$ cat src/rtl/pattern_sequencer_if.sv
// Bundle between the timing generator / button logic and the pattern sequencer.
// blank_frame only exists when PATTERN_SEQ_BLANK_EN is defined.
interface pattern_sequencer_if;
    logic [11:0] hpos;
    logic [11:0] vpos;
    logic        auto_en;
    logic        pause;
    logic        step;
    logic [2:0]  pattern_sel;
    logic        frame_tick;
    logic        pattern_changed;
    logic [7:0]  hold_count;
`ifdef PATTERN_SEQ_BLANK_EN
    logic        blank_frame;
`endif

    modport master (
        output hpos, vpos, auto_en, pause, step,
        input  pattern_sel, frame_tick, pattern_changed, hold_count
`ifdef PATTERN_SEQ_BLANK_EN
        , input blank_frame
`endif
    );

    modport slave (
        input  hpos, vpos, auto_en, pause, step,
        output pattern_sel, frame_tick, pattern_changed, hold_count
`ifdef PATTERN_SEQ_BLANK_EN
        , output blank_frame
`endif
    );
endinterface

$ cat src/rtl/pattern_sequencer.sv
// Frame-synchronous test pattern selector; changes pattern only at frame start.
// Define PATTERN_SEQ_BLANK_EN to insert one blank frame after every pattern change.
module pattern_sequencer #(
    parameter int unsigned NUM_PATTERNS = 4,
    parameter int unsigned HOLD_FRAMES  = 60
) (
    input logic                clk,
    input logic                reset,
    pattern_sequencer_if.slave bus
);
    localparam logic [1:0] StWaitSync = 2'd0;
    localparam logic [1:0] StShow     = 2'd1;
`ifdef PATTERN_SEQ_BLANK_EN
    localparam logic [1:0] StBlank    = 2'd2;
`endif
    localparam logic [2:0] LastPattern = 3'(NUM_PATTERNS - 1);
    localparam logic [8:0] HoldLimit   = 9'(HOLD_FRAMES);

    logic [1:0] state_q, state_d;
    logic       fs_q;
    logic       frame_tick_q, frame_tick_d;
    logic       step_q;
    logic       step_pending_q, step_pending_d;
    logic [2:0] pattern_sel_q, pattern_sel_d;
    logic       pattern_changed_q, pattern_changed_d;
    logic [7:0] hold_count_q, hold_count_d;
`ifdef PATTERN_SEQ_BLANK_EN
    logic       blank_q, blank_d;
`endif

    logic fs_cond, step_rise, auto_expire, advance;

    assign fs_cond     = (bus.hpos == '0) && (bus.vpos == '0);
    assign step_rise   = bus.step & ~step_q;
    assign auto_expire = bus.auto_en && !bus.pause && (({1'b0, hold_count_q} + 9'd1) >= HoldLimit);
    assign advance     = frame_tick_q && (state_q == StShow) && (step_pending_q || auto_expire);

    always_comb begin
        frame_tick_d      = fs_cond & ~fs_q;
        state_d           = state_q;
        pattern_sel_d     = pattern_sel_q;
        hold_count_d      = hold_count_q;
        pattern_changed_d = 1'b0;
        // A step edge on the consuming tick survives into the next frame.
        step_pending_d    = (advance ? 1'b0 : step_pending_q) | step_rise;
`ifdef PATTERN_SEQ_BLANK_EN
        blank_d           = blank_q;
`endif
        if (frame_tick_q) begin
            case (state_q)
                StWaitSync: state_d = StShow;
                StShow: begin
                    if (advance) begin
                        pattern_sel_d     = (pattern_sel_q == LastPattern) ? 3'd0
                                                                           : pattern_sel_q + 3'd1;
                        hold_count_d      = '0;
                        pattern_changed_d = 1'b1;
`ifdef PATTERN_SEQ_BLANK_EN
                        state_d           = StBlank;
                        blank_d           = 1'b1;
`endif
                    end else if (!(bus.auto_en && bus.pause) && hold_count_q != 8'hFF) begin
                        hold_count_d = hold_count_q + 8'd1;
                    end
                end
`ifdef PATTERN_SEQ_BLANK_EN
                StBlank: begin
                    state_d      = StShow;
                    blank_d      = 1'b0;
                    hold_count_d = '0;
                end
`endif
                default: state_d = StWaitSync;
            endcase
        end
    end

    always_ff @(posedge clk) begin
        if (!reset) begin
            state_q           <= StWaitSync;
            fs_q              <= 1'b0;
            frame_tick_q      <= 1'b0;
            step_q            <= 1'b0;
            step_pending_q    <= 1'b0;
            pattern_sel_q     <= '0;
            pattern_changed_q <= 1'b0;
            hold_count_q      <= '0;
`ifdef PATTERN_SEQ_BLANK_EN
            blank_q           <= 1'b0;
`endif
        end else begin
            state_q           <= state_d;
            fs_q              <= fs_cond;
            frame_tick_q      <= frame_tick_d;
            step_q            <= bus.step;
            step_pending_q    <= step_pending_d;
            pattern_sel_q     <= pattern_sel_d;
            pattern_changed_q <= pattern_changed_d;
            hold_count_q      <= hold_count_d;
`ifdef PATTERN_SEQ_BLANK_EN
            blank_q           <= blank_d;
`endif
        end
    end

    assign bus.pattern_sel     = pattern_sel_q;
    assign bus.frame_tick      = frame_tick_q;
    assign bus.pattern_changed = pattern_changed_q;
    assign bus.hold_count      = hold_count_q;
`ifdef PATTERN_SEQ_BLANK_EN
    assign bus.blank_frame     = blank_q;
`endif
endmodule

$ cat src/flat_wrapper.sv
// flat-port wrapper written by rule: the top's interface ports become plain ports
module pattern_sequencer_flat 
#(
    parameter int unsigned NUM_PATTERNS = 4,
    parameter int unsigned HOLD_FRAMES  = 60
)
  (clk, reset, bus_hpos, bus_vpos, bus_auto_en, bus_pause, bus_step, bus_pattern_sel, bus_frame_tick, bus_pattern_changed, bus_hold_count);
  pattern_sequencer_if bus_i ();
  input logic clk;
  input logic reset;
  input wire logic [$bits(bus_i.hpos)-1:0] bus_hpos;
  input wire logic [$bits(bus_i.vpos)-1:0] bus_vpos;
  input wire logic [$bits(bus_i.auto_en)-1:0] bus_auto_en;
  input wire logic [$bits(bus_i.pause)-1:0] bus_pause;
  input wire logic [$bits(bus_i.step)-1:0] bus_step;
  output wire logic [$bits(bus_i.pattern_sel)-1:0] bus_pattern_sel;
  output wire logic [$bits(bus_i.frame_tick)-1:0] bus_frame_tick;
  output wire logic [$bits(bus_i.pattern_changed)-1:0] bus_pattern_changed;
  output wire logic [$bits(bus_i.hold_count)-1:0] bus_hold_count;
  assign bus_i.hpos = bus_hpos;
  assign bus_i.vpos = bus_vpos;
  assign bus_i.auto_en = bus_auto_en;
  assign bus_i.pause = bus_pause;
  assign bus_i.step = bus_step;
  assign bus_pattern_sel = bus_i.pattern_sel;
  assign bus_frame_tick = bus_i.frame_tick;
  assign bus_pattern_changed = bus_i.pattern_changed;
  assign bus_hold_count = bus_i.hold_count;
  pattern_sequencer #(.NUM_PATTERNS(NUM_PATTERNS), .HOLD_FRAMES(HOLD_FRAMES)) u_core (.clk(clk), .reset(reset), .bus(bus_i));
endmodule
$ cat config.mk
export PLATFORM = sky130hd
export DESIGN_NAME = pattern_sequencer_flat
export DESIGN_NICKNAME = d
export VERILOG_FILES = /design/src/rtl/pattern_sequencer_if.sv /design/src/rtl/pattern_sequencer.sv /design/src/flat_wrapper.sv
export SDC_FILE = /design/constraint.sdc
export NUM_CORES = 1
export LEC_CHECK = 0
export CAP_MARGIN = 0
export CORE_AREA = 3 3 55 57
export DETAILED_ROUTE_END_ITERATION = 6
export DIE_AREA = 0 0 58 60
export PLACE_DENSITY = 0.75
export SLEW_MARGIN = 25
export SYNTH_ARGS = -nofsm -noshare
export SYNTH_HDL_FRONTEND = slang
export SYNTH_SLANG_ARGS = --single-unit
$ cat constraint.sdc
create_clock -name clk -period 1.9 [get_ports clk]
set_clock_uncertainty 0.2 [all_clocks]
set_input_delay 0.475 -clock clk [delete_from_list [all_inputs] [get_ports clk]]
set_output_delay 0.475 -clock clk [all_outputs]
set_load 0.01 [all_outputs]
==> results.yml, run 1 <==
run_status:
  status: "finished, violations left"
  violations: "negative setup slack"
clock_tree:
  numCtsBuffers: 3
  clockBufferDepth: 2
  clock_sinks: 17
  ctsHoldBuffers: 0
  cts_root_buf: "clkbuf_4"
  clkTransAtPathRegs_ps: 100
  clock_latency_ps: 290
  cts_tree: "done"
  htree_levels: 1
timing:
  layout_setup_ws_ps: -5.647
  max_slew.worst_pin.slew_ps: 427.1
  finalCritPeriodShare: 1.003
  period_minus_slack_ps: 1906
  slew_headroom: 0.7146
  grt_setup_unrepaired: "yes"
  setup_violations: 1
  hold_viol_final: 0
  max_clock_freq_mhz: 524.8
  slew_viol_final: 0
floorplan:
  core_area_sq_mm: 0.002522
  fp.dieH_um: 60
  fp-row-count: 18
  io_pins: 42
  start_util: 0.3765
  die-area_sq_mm: 0.003480
  die_w_um: 58
placed_design:
  placed_area_sq_mm: 0.001510
  portBuffers: 41
  hpwl_um: 2031
  place_congestion: 0.7895
detailed_routing:
  ant_nets: 0
  routed_wl_um: 2539
  dr.pass1.iters: 4
  post-route-drc-count: 0
  drtIter0Drc: 33
  wl_per_cell_um: 12.95
  vias_per_cell: 5.077
  num_vias: 995
power_and_ir_drop:
  p_sw_frac: 0.2164
  intPower_uw: 487.5
  ir_worst_vdd_v: 0.0002881
  p_comb_frac: 0.123
  finalPower_uw: 622.1
  switchingPower_uw: 134.6
  clkPwrFrac: 0.310
  powerDensity_mw_per_mm2: 370.5
  p_leak_nw: 0.7974
  seqPwrFrac: 0.567
grt:
  globalRoute.totalOverflow: 0
  grt_pass1_wl_um: 4326
  grt_pass1_vias: 1059
  track_usage: 0.1606
  antenna_found_initial: 0
  grt_start_max_net_pins: 11
setup_path:
  crit_required_ps: 1860
  worstPathArrival_ps: 1870
  startpoint_type: "flip-flop"
  cpPeakStageDelay_ps: 440
  cpMaxStageDelayCell: "o311ai_4"
  critPathKind: "flip-flop to flip-flop"
  path_cells: "ha_4, buf_6, a211oi_4, a2111oi_4, o311ai_4, nor2_1"
  end_kind: "flip-flop"
  crit_path_max_fanout: 8
job:
  cap_violations: 0
logic_synthesis:
  yosysTopAreaCell: "dfxtp_1"
  ys_ff_latch: 17
  synth_cell_types: 38
  synth.most_common_cell: "dfxtp_1"
  yosysTopAreaCellShare: 0.3584
  synth_edf_count: 0
  synth_area_sq_um: 949.7
  synth_commonest_cells: "dfxtp_1 (17), nor2_1 (12), nand3_1 (9)"
  synth.avg_cell_area_sq_um: 9.310
  async_flop_share: 0
  yosysSeqAreaShare: 0.3584
  ys.flop_type: "dfxtp_1"
  synth-warning-count: 0
  yosys-top-cells-area: "dfxtp_1 (36%), nand3_1 (4.7%), nor2_1 (4.7%)"
  netlist_instances: 102
  syn_nets: 134
cells_and_area:
  n_antenna_cell: 0
  fin_nets: 199
  drive_gt1_frac: 0.3133
  syn_to_final_growth_pct: 76.81
  final_cell_area_sq_mm: 0.001679
min_path:
  min_path_type: "flip-flop to flip-flop"
stage by stage:
stage | util | cells | hold WS [ps] | TNS (ps) | setup WS, ps
global route | 0.6657 | 196 | 209.6 | -489.6 | -76.06
detailed placement | 0.5987 | 188 | 185.4 | -2900 | -337.8
CTS | 0.6245 | 195 | 201.0 | -8.201 | -8.201
finish | 0.6657 | 196 | 197.0 | -5.647 | -5.647
global placement | 0.5987 | 188 | 181.9 | -2571 | -284.4
floorplan | - | 102 | 175.9 | 0 | 12.96
metal layers:
metal / vias up / track usage / part of all wire
met5: - / 0 / 0
met4: 0 / 0.04967 / 0.0028
met3: 2 / 0.04320 / 0.078
met2: 37 / 0.3226 / 0.53
met1: 454 / 0.1576 / 0.39
li1: 502 / - / -
final timing paths:
kind / cells after the start / slack, ps / end / startpoint
setup / recovery: 6 / -6 / u_core.bus.hold_count[4] / u_core.bus.hold_count[0]
hold / removal: 1 / 200 / u_core.bus.frame_tick / u_core.fs_q
setup reg to reg: 6 / -6 / u_core.bus.hold_count[4] / u_core.bus.hold_count[0]
hold reg to reg: 1 / 200 / u_core.bus.frame_tick / u_core.fs_q
layout make-up:
type / count / area, sq um
fill: 214 / 843.3
multi-input combinational: 82 / 658.1
timing repair buffer: 63 / 595.6
sequential: 17 / 360.3
tap: 30 / 37.54
clock buffer: 3 / 22.52
clock inverter: 1 / 5.005
flip-flops by register name (all words and copies together) (netlist names):
| register | flops |
|---|---|
| u_core.bus.pattern_sel | 3 |
| u_core.bus.hold_count | 8 |
| u_core.fs_q | 1 |
| u_core.step_pending_q | 1 |
| u_core.state_q | 1 |
| u_core.bus.pattern_changed | 1 |
| u_core.step_q | 1 |
| u_core.bus.frame_tick | 1 |
worst max-delay path: cells and delay by family, from the launching register on:
family                     cells  cell delay [ps]
AOI/OAI and AO/OA              3              810
adders and majority gates      1              180
DFF                            1              380
buffers and inverters          1              120
and+or+nand+nor                1              110
cells by family (layout without fill, tap and decap cells):
kind of cell               count (synthesis)  in the layout  share of synthesized area
muxes                                      4              4                    0.04216
xor gates and xnor gates                   4              4                    0.03690
adders and majority gates                  3              3                    0.03953
buffers and inverters                      3             67                    0.03162
and+or+nand+nor                           53             53                     0.3149
DFF                                       17             17                     0.3584
AOI/OAI and AO/OA                         18             18                     0.1766
placed cells by master, fill, tap and decap left out, drive strengths merged:
| cell | synthesis | routed |
|---|---|---|
| a21bo | 1 | 1 |
| o21ai | 3 | 3 |
| nand2b | 1 | 1 |
| or2b | 2 | 2 |
| dlygate4sd2 | 0 | 8 |
| o311ai | 1 | 1 |
| nand4 | 3 | 3 |
| nand4b | 1 | 1 |
| o21a | 1 | 1 |
| clkdlybuf4s50 | 0 | 27 |
| xor2 | 2 | 2 |
| clkbuf | 0 | 3 |
| ha | 3 | 3 |
| nor4b | 1 | 1 |
| o21bai | 1 | 1 |
| dfxtp | 17 | 17 |
| nand3 | 9 | 9 |
| nor2 | 12 | 12 |
| mux2i | 4 | 4 |
| a21o | 1 | 1 |
| a211oi | 2 | 2 |
| dlymetal6s2s | 0 | 6 |
| o31ai | 1 | 1 |
| and2 | 2 | 2 |
| a211o | 2 | 2 |
| or4b | 1 | 1 |
| nor4 | 4 | 4 |
| a21oi | 4 | 4 |
| nand2 | 7 | 7 |
| xnor2 | 2 | 2 |
| nor3 | 2 | 2 |
| a2111oi | 1 | 1 |
| nor2b | 2 | 2 |
| clkinv | 0 | 1 |
| and3 | 3 | 3 |
| buf | 3 | 22 |
| nand3b | 2 | 2 |
| nor3b | 1 | 1 |
power by group through the flow:
| stage | clock network [mW] | registers (mW) | logic (mW) |
|---|---|---|---|
| after global routing | 0.219 | 0.353 | 0.0833 |
| after detailed placement | 0 | 0.365 | 0.0782 |
| after CTS | 0.201 | 0.356 | 0.0776 |
| final | 0.193 | 0.353 | 0.0766 |
| after global placement | 0 | 0.365 | 0.0763 |
| after floorplan | 0 | 0.365 | 0.0170 |
timing repair:
item	in CTS	in global routing
gates resized for setup	16	24
endpoints found under the setup margin	18	15
buffers inserted	3	2
endpoints found under the hold margin	0	0
pin swaps	11	13
No activity file was read; power rests on OpenSTA's default activity.
==> run 2: changes to the inputs <==
--- a/config.mk
+++ b/config.mk
@@ -6,11 +6,13 @@
 export NUM_CORES = 1
 export LEC_CHECK = 0
 export CAP_MARGIN = 0
-export CORE_AREA = 3 3 55 57
+export CORE_AREA = 3 3 54 56
+export CTS_BUF_LIST = sky130_fd_sc_hd__clkbuf_2 sky130_fd_sc_hd__clkbuf_4 sky130_fd_sc_hd__clkbuf_8
+export CTS_CLUSTER_DIAMETER = 60
 export DETAILED_ROUTE_END_ITERATION = 6
-export DIE_AREA = 0 0 58 60
-export PLACE_DENSITY = 0.75
-export SLEW_MARGIN = 25
+export DIE_AREA = 0 0 57 59
+export PLACE_DENSITY = 0.77
+export SLEW_MARGIN = 20
 export SYNTH_ARGS = -nofsm -noshare
 export SYNTH_HDL_FRONTEND = slang
 export SYNTH_SLANG_ARGS = --single-unit
==> run 2 against run 1 <==
Final cell count did not move. The run still ends with negative setup slack left. Register-to-register slack about the same. Largest cell class unchanged. Non-clock buffer count is the same. Die area shrank 3.4%. Global-route usage fell by 0.32 points. Final area decreased by 1.9%. Sequential share of layout area grew 0.56 points. Maximum frequency is 0.41% lower. Critical path depth is the same. Sequential cell count is the same. Sequential power about the same. Highest routed layer unchanged. Clock-buffer cell count rose by 1.
==> results.yml, run 2 (synthesis results as in run 1) <==
min_path:
  whs_path_depth: 1
  min_path_type: "flip-flop to flip-flop"
timing:
  setup_violations: 3
  period_minus_slack_ps: 1913
  slew_viol_final: 0
  grt_setup_unrepaired: "yes"
  max_slew.worst_pin.slew_ps: 386.7
  slew_headroom: 0.7395
  finalCritPeriodShare: 1.007
  layout_setup_ws_ps: -13.45
  max_clock_freq_mhz: 522.6
  hold_viol_final: 0
setup_path:
  critPathKind: "flip-flop to flip-flop"
  worstPathArrival_ps: 1940
  end_kind: "flip-flop"
  worst-r2r-cell-count: 6
  crit_path_max_fanout: 8
  startpoint_type: "flip-flop"
  crit_required_ps: 1920
  reg2reg_slack_ps: -10
grt:
  antenna_found_initial: 0
  track_usage: 0.1574
  grt_pass1_vias: 984
  grt_pass1_wl_um: 4146
  grt_start_max_net_pins: 11
  globalRoute.totalOverflow: 0
detailed_routing:
  drtIter0Drc: 26
  routed_wl_um: 2646
  ant_nets: 0
  vias_per_cell: 5.189
  num_vias: 1017
  wl_per_cell_um: 13.50
  post-route-drc-count: 0
  dr.pass1.iters: 4
power_and_ir_drop:
  ir_worst_vdd_v: 0.0002866
  p_leak_nw: 0.7371
  powerDensity_mw_per_mm2: 389.4
placed_design:
  placed_area_sq_mm: 0.001518
  post-place-ws_ps: -334.2
  dp.cells: 189
  hpwl_um: 2068
  place_congestion: 0.8260
  portBuffers: 41
run_status:
  violations: "negative setup slack"
  status: "finished, violations left"
clock_tree:
  cts_root_buf: "clkbuf_4"
  ctsHoldBuffers: 0
  numCtsBuffers: 3
  clock_sinks: 17
  clockBufferDepth: 2
  clock_latency_ps: 290
  htree_levels: 1
  clkTransAtPathRegs_ps: 100
  cts_tree: "done"
floorplan:
  die_w_um: 57
  core_area_sq_mm: 0.002477
  die-area_sq_mm: 0.003363
  io_pins: 42
  fp-row-count: 18
  fp.dieH_um: 59
  start_util: 0.3833
cells_and_area:
  finish.utilization: 0.6652
  fin_nets: 199
  layout.cells.non_filler: 196
  final_cell_mix: "clkdlybuf4s50_1 (30), buf_4 (21), dfxtp_1 (11)"
  final_cell_area_sq_mm: 0.001648
  largest_reg_flops: 8
  drive_gt1_frac: 0.2952
  n_antenna_cell: 0
  final_common_cell: "clkdlybuf4s50_1"
  syn_to_final_growth_pct: 73.52
job:
  cap_violations: 0
## run 2: cell types whose count changed in the layout (fill, tap and decap cells not counted), sizes merged
cell	previous run	this run
clkbuf	3	4
clkdlybuf4s50	27	30
clkinv	1	0
dlygate4sd2	8	10
dlymetal6s2s	6	1
## run 2: repair_timing
item / CTS / global route
setup endpoints to repair: 20 / 11
buffers inserted: 3 / 1
pin swaps: 14 / 6
gates resized for setup: 23 / 8
## run 2: stage by stage
stage          TNS [ps]  hold WS, ps  power, mW
2_1_floorplan         0        175.9     0.3821
3_3_place_gp      -2759        182.2     0.4419
3_5_place_dp      -3269        189.6     0.4437
4_1_cts          -375.6        213.8     0.6497
5_1_grt          -389.8        217.7     0.6656
6_report         -18.78        213.3     0.6416
## run 2: worst max-delay path: stages, from the launching register on
cell	delay, ps
dfxtp_4	380
nand4_2	150
a211o_1	350
a2111oi_4	390
o311ai_4	140
buf_12	160
nor2_1	80
## run 2: worst paths after layout
check / start / to
max: u_core.bus.hold_count[5] / u_core.bus.hold_count[2]
min: u_core.fs_q / u_core.bus.frame_tick
max reg2reg: u_core.bus.hold_count[5] / u_core.bus.hold_count[2]
min reg2reg: u_core.fs_q / u_core.bus.frame_tick
## run 2: layout make-up
type | count | area, sq um
flip-flops and latches | 17 | 362.8
fillers | 224 | 829.5
repair buffers | 63 | 578.1
clock buffers | 4 | 30.03
multi-input cells | 82 | 639.4
well taps | 30 | 37.54
## run 2: routing by layer
metal | vias up | share of wire | track usage
li1 | 503 | - | -
met1 | 465 | 0.38 | 0.1578
met2 | 45 | 0.53 | 0.3067
met4 | 0 | 0.0076 | 0.05960
met5 | - | 0 | 0
met3 | 4 | 0.080 | 0.04357
## run 2: report_power, final
part / switching (mW) / total [mW] / internal (mW)
registers: 0.000991 / 0.351 / 0.350
clock network: 0.110 / 0.206 / 0.0960
logic: 0.0210 / 0.0846 / 0.0636
total: 0.132 / 0.642 / 0.510
